**src/rtl/gb_apu_pkg.sv**
```systemverilog
// Shared APU constants and helpers for the envelope bank and its channel units.
package gb_apu_pkg;

  localparam int ENV_NUM_CH   = 3;
  localparam int ENV_VOL_W    = 4;
  localparam int ENV_PERIOD_W = 3;

  // Full-scale volume for a given width, usable in localparam expressions.
  function automatic int full_scale(input int width);
    return (1 << width) - 1;
  endfunction

endpackage

```
**src/rtl/gb_envelope_channel.sv**
```systemverilog
// One envelope unit: ramps the volume one step every latched-period ticks until it
// reaches a bound, then freezes there with active cleared.
module gb_envelope_channel
  import gb_apu_pkg::*;
#(
  parameter int VOL_W    = ENV_VOL_W,
  parameter int PERIOD_W = ENV_PERIOD_W
) (
  input  logic                clk,
  input  logic                rst,
  input  logic                tick_i,
  input  logic                start_i,
  input  logic [VOL_W-1:0]    init_vol_i,
  input  logic                increasing_i,
  input  logic [PERIOD_W-1:0] period_i,
  output logic [VOL_W-1:0]    vol_o,
  output logic                active_o
);

  localparam logic [VOL_W-1:0]    VolMax   = VOL_W'(full_scale(VOL_W));
  localparam logic [VOL_W-1:0]    VolOne   = VOL_W'(1);
  localparam logic [PERIOD_W-1:0] TimerOne = PERIOD_W'(1);

  logic [VOL_W-1:0]    vol_q, vol_d;
  logic [PERIOD_W-1:0] timer_q, timer_d;
  logic [PERIOD_W-1:0] period_q, period_d;
  logic                active_q, active_d;

  // Start overrides a coincident tick; a step at the bound clears active instead of wrapping.
  always_comb begin
    vol_d    = vol_q;
    timer_d  = timer_q;
    period_d = period_q;
    active_d = active_q;
    if (start_i) begin
      vol_d    = init_vol_i;
      period_d = period_i;
      timer_d  = period_i;
      active_d = (period_i != '0);
    end else if (tick_i && active_q) begin
      if (timer_q > TimerOne) begin
        timer_d = timer_q - TimerOne;
      end else if (timer_q == TimerOne) begin
        timer_d = period_q;
        if (increasing_i) begin
          if (vol_q != VolMax) vol_d = vol_q + VolOne;
          else                 active_d = 1'b0;
        end else begin
          if (vol_q != '0) vol_d = vol_q - VolOne;
          else             active_d = 1'b0;
        end
      end
    end
  end

  always_ff @(posedge clk) begin
    if (rst) begin
      vol_q    <= '0;
      timer_q  <= '0;
      period_q <= '0;
      active_q <= 1'b0;
    end else begin
      vol_q    <= vol_d;
      timer_q  <= timer_d;
      period_q <= period_d;
      active_q <= active_d;
    end
  end

  assign vol_o    = vol_q;
  assign active_o = active_q;

endmodule

```
**src/rtl/gb_envelope_bank.sv**
```systemverilog
// Bank of independent envelope units sharing the frame-sequencer tick; unpacks the
// per-channel register buses and derives the DAC enables.
module gb_envelope_bank
  import gb_apu_pkg::*;
#(
  parameter int NUM_CH   = ENV_NUM_CH,
  parameter int VOL_W    = ENV_VOL_W,
  parameter int PERIOD_W = ENV_PERIOD_W
) (
  input  logic                       clk,
  input  logic                       rst,
  input  logic                       clk_vol_env,
  input  logic [NUM_CH-1:0]          start,
  input  logic [NUM_CH*VOL_W-1:0]    initial_volume,
  input  logic [NUM_CH-1:0]          envelope_increasing,
  input  logic [NUM_CH*PERIOD_W-1:0] num_envelope_sweeps,
  output logic [NUM_CH*VOL_W-1:0]    target_vol,
  output logic [NUM_CH-1:0]          env_active,
  output logic [NUM_CH-1:0]          dac_enabled
);

  for (genvar i = 0; i < NUM_CH; i++) begin : g_ch
    gb_envelope_channel #(
      .VOL_W   (VOL_W),
      .PERIOD_W(PERIOD_W)
    ) u_channel (
      .clk         (clk),
      .rst         (rst),
      .tick_i      (clk_vol_env),
      .start_i     (start[i]),
      .init_vol_i  (initial_volume[i*VOL_W +: VOL_W]),
      .increasing_i(envelope_increasing[i]),
      .period_i    (num_envelope_sweeps[i*PERIOD_W +: PERIOD_W]),
      .vol_o       (target_vol[i*VOL_W +: VOL_W]),
      .active_o    (env_active[i])
    );

    // The DAC stays powered unless the channel is programmed to decay from silence.
    assign dac_enabled[i] = (initial_volume[i*VOL_W +: VOL_W] != '0) || envelope_increasing[i];
  end

endmodule

```
**config.mk**
```make
export PLATFORM = sky130hd
export DESIGN_NAME = gb_envelope_bank
export DESIGN_NICKNAME = d
export VERILOG_FILES = /design/src/rtl/gb_apu_pkg.sv /design/src/rtl/gb_envelope_channel.sv /design/src/rtl/gb_envelope_bank.sv
export SDC_FILE = /design/constraint.sdc
export NUM_CORES = 1
export LEC_CHECK = 0
export ABC_AREA = 1
export ABC_CLOCK_PERIOD_IN_PS = 1200
export BUFFER_PORTS_ARGS = -buffer_cell sky130_fd_sc_hd__buf_2
export CAP_MARGIN = 20
export CORE_MARGIN = 2
export CORE_UTILIZATION = 35
export CTS_BUF_LIST = sky130_fd_sc_hd__clkbuf_4 sky130_fd_sc_hd__clkbuf_8
export DETAILED_ROUTE_END_ITERATION = 16
export GPL_TIMING_DRIVEN = 1
export PLACE_DENSITY_LB_ADDON = 0.25
export SYNTH_ARGS = -nofsm -noshare
export SYNTH_HDL_FRONTEND = slang
export SYNTH_SLANG_ARGS = --single-unit
```
**constraint.sdc**
```tcl
create_clock -name clk -period 1.2 [get_ports clk]
set_input_delay 0 -clock clk [delete_from_list [all_inputs] [get_ports clk]]
set_output_delay 0 -clock clk [all_outputs]
set_load 0.02 [all_outputs]
```
==> metrics.txt <==
outcome=finished with violations; failing checks=setup timing; CTS tree=yes; met2 WL=3070 um; Seq/Total Area, Yosys=28.5%; routed vias/inst=5.00; kind of critical path=reg -> reg; Antenna Diode Count=0; DRT antenna net count=0; total grt overflow=0; FF-to-FF setup slack=-0.05 ns; die height=85.4 um; DR top layer=met4; Die Wd=85.4 um; critical path required time=1.43 ns; crit-path leading delay family=simple AND/OR/NAND/NOR gates; YS warnings=0; Clk pin slew, worst setup/hold paths=0.08 ns; Setup Viol. Count Final=14; Clock Path Buffers=2; DIE AREA=7300 um2; Initial Utilization=36.3%; # DRC=0; GP Congestion=0.833; Final Slew Violations=0; Yosys top cell by area=dfxtp_1; startpoint types=register; Final #Nets=475; initial antenna violation count=0; Worst-Margin Slew=0.329 ns; Cells after Synth=356; PortBufs=47; top-area cell type share of the netlist area=28.5%; register bit total from synthesis=33; CP Launch Point=g_ch[1].u_channel.timer_q[1]; RSZ-0062 raised after global routing=true; share of layout cells above drive strength 1=43.6%; Vias=2541; Peak VDD IR=0.576 mV; Mapped Avg Cell Area=6.52 um2; wire length on met1=2870 um; static leakage power=1.54 nW; Rel. slew slack=78.0%; fmax=799 MHz; Layout Skew=0.00543 ns; Synth cell types=32; Critical Path Stages=8; Final min period=1.25 ns; router iterations before antenna repair=4; total power per unit cell area=1190 nW/um2; max-cap violations=0; routed wire length=6280 um; H-tree levels=2; most frequent cells in the layout=nand2_1 (85), buf_2 (47), nor2_1 (39), buf_4 (24); R2R Path Start=g_ch[1].u_channel.timer_q[1]; Worst Path Buf+Inv=1; critical-path maximum fanout=8; Min Hold Slack=0.00222 ns; synth top area cells=dfxtp_1 (28%), nand2_1 (16%), nor2_1 (6.8%); vias in the first global route=2379; pin count of the biggest net entering global routing=18; Cell Rows=29; FF-to-FF path depth=8; Num CTS Buffers=5; Final Hold Fails=0; CP Capture Point=g_ch[1].u_channel.vol_o[3]; Tot GR Track Use=17.6%; crit path cell chain=inv_2 > ha_4 > nand2_4 > o21bai_4 > nand3_4 > nor2_2 > nand2_1 > a21oi_2; peak per-stage delay on the critical path=0.33 ns; most common cell after layout, fill and taps aside=nand2_1; Hold/Removal Path Class=in -> reg; synthesis-to-finish area growth=46.0%; # IOs=48; Clock Sinks=33; met3 wire length=279 um; root buffer cell=clkbuf_8; Final HPWL DP=4470 um; netlist area before placement=2320 um2; reg2reg end=g_ch[1].u_channel.vol_o[3]; Final Util=53.1%; Crit. End Element=register; fill count=612; dpl ws=-0.0972 ns; Arrival @ worst endpoint=1.49 ns; Final WS setup=-0.0523 ns; drt initial violations=73; slowest cell on the critical path=dfxtp_2; Skew-Pair Late Insertion Delay=0.29 ns; Tcrit/Tclk final=104%; syn_nets=401; routed len/inst=12.4 um; core area=6390 um2; first-pass GRT wire length=10500 um
## routing by layer
metal  GRT usage [%]  vias to the layer above
li1                -                     1311
met1            22.4                     1172
met2            30.0                       52
met3            4.18                        6
met4            4.04                        0
met5               0                        -
## cells in the mapped netlist (all sizes together)
cell and n:
nand2 100, nor2 43, inv 37, nand3 35, a21oi 34, dfxtp 33, o21ai 30, ha 12
buf 10, a21boi 4, fa 3, nor3 3, o31ai 3, xnor2 3, nand4 2, o21bai 2
nor4 1, xor2 1
## state kept, by name, indices dropped and copies added, names as in the netlist
register	cells
g_ch.u_channel.active_o	3
g_ch.u_channel.period_q	9
g_ch.u_channel.timer_q	9
g_ch.u_channel.vol_o	12
## worst reg2reg max path: stages (launching register included)
cell,delay (ns)
dfxtp_2,0.33
inv_2,0.08
ha_4,0.16
nand2_4,0.08
o21bai_4,0.15
nand3_4,0.14
nor2_2,0.10
nand2_1,0.06
a21oi_2,0.10
## report_power, final
part | total [mW] | internal (mW) | switching (mW) | leakage, nW
clock network | 1.09 | 0.622 | 0.470 | 0.0543
logic | 1.61 | 0.706 | 0.908 | 1.21
registers | 1.34 | 1.22 | 0.121 | 0.282
total | 4.04 | 2.54 | 1.50 | 1.54
## repair_timing
item	CTS	global route
pin swaps	25	25
setup buffers	1	3
endpoints found under the setup margin	21	23
hold buffers	2	0
hold endpoints to repair	2	0
gates resized for setup	45	55
## cell families after synthesis
kind of cell	count (synthesis)	synth area share (%)
flip-flops	33	28.5
XOR/XNOR	4	1.51
buffers and inverters	47	8.68
AO/OA/AOI/OAI	73	18.3
adder cells (fa/ha/maj)	15	9.06
AND/OR/NAND/NOR	184	34.0
## worst min path at each step
| stage | end | startpoint | depth (start not counted) | slack [ns] |
|---|---|---|---|---|
| 2_1_floorplan | g_ch[1].u_channel.period_q[2] | num_envelope_sweeps[5] | 2 | 0.16 |
| 3_3_place_gp | g_ch[0].u_channel.vol_o[2] | rst | 4 | 0.26 |
| 3_5_place_dp | g_ch[0].u_channel.vol_o[2] | rst | 4 | 0.26 |
| 4_1_cts | g_ch[0].u_channel.period_q[1] | num_envelope_sweeps[1] | 3 | 0.002 |
| 5_1_grt | g_ch[2].u_channel.period_q[1] | num_envelope_sweeps[7] | 3 | 0.02 |
| 6_report | g_ch[0].u_channel.period_q[1] | num_envelope_sweeps[1] | 3 | 0.002 |
## final cells by class
cell class / count / area (um2) / share of cell area [%]
Clock buffer: 5 / 68.8 / 2.03
Clock inverter: 3 / 46.3 / 1.37
Inverter: 37 / 141 / 4.17
Multi-Input combinational cell: 276 / 1850 / 54.5
Sequential cell: 33 / 709 / 20.9
Tap cell: 77 / 96.3 / 2.84
Timing Repair Buffer: 77 / 480 / 14.2
## per-stage QoR
stage               power (mW)  TNS (ns)  cells  area, um2
floorplan                 2.17   -0.0262    356       2420
global placement          2.54    -0.567    494       2870
CTS                       3.81    -0.201    505       3190
finish                    4.04    -0.308    508       3390
detailed placement        2.56     -1.02    494       2870
global route              4.32     -1.77    508       3390
Note: power is estimated with default switching activity, not from simulation.
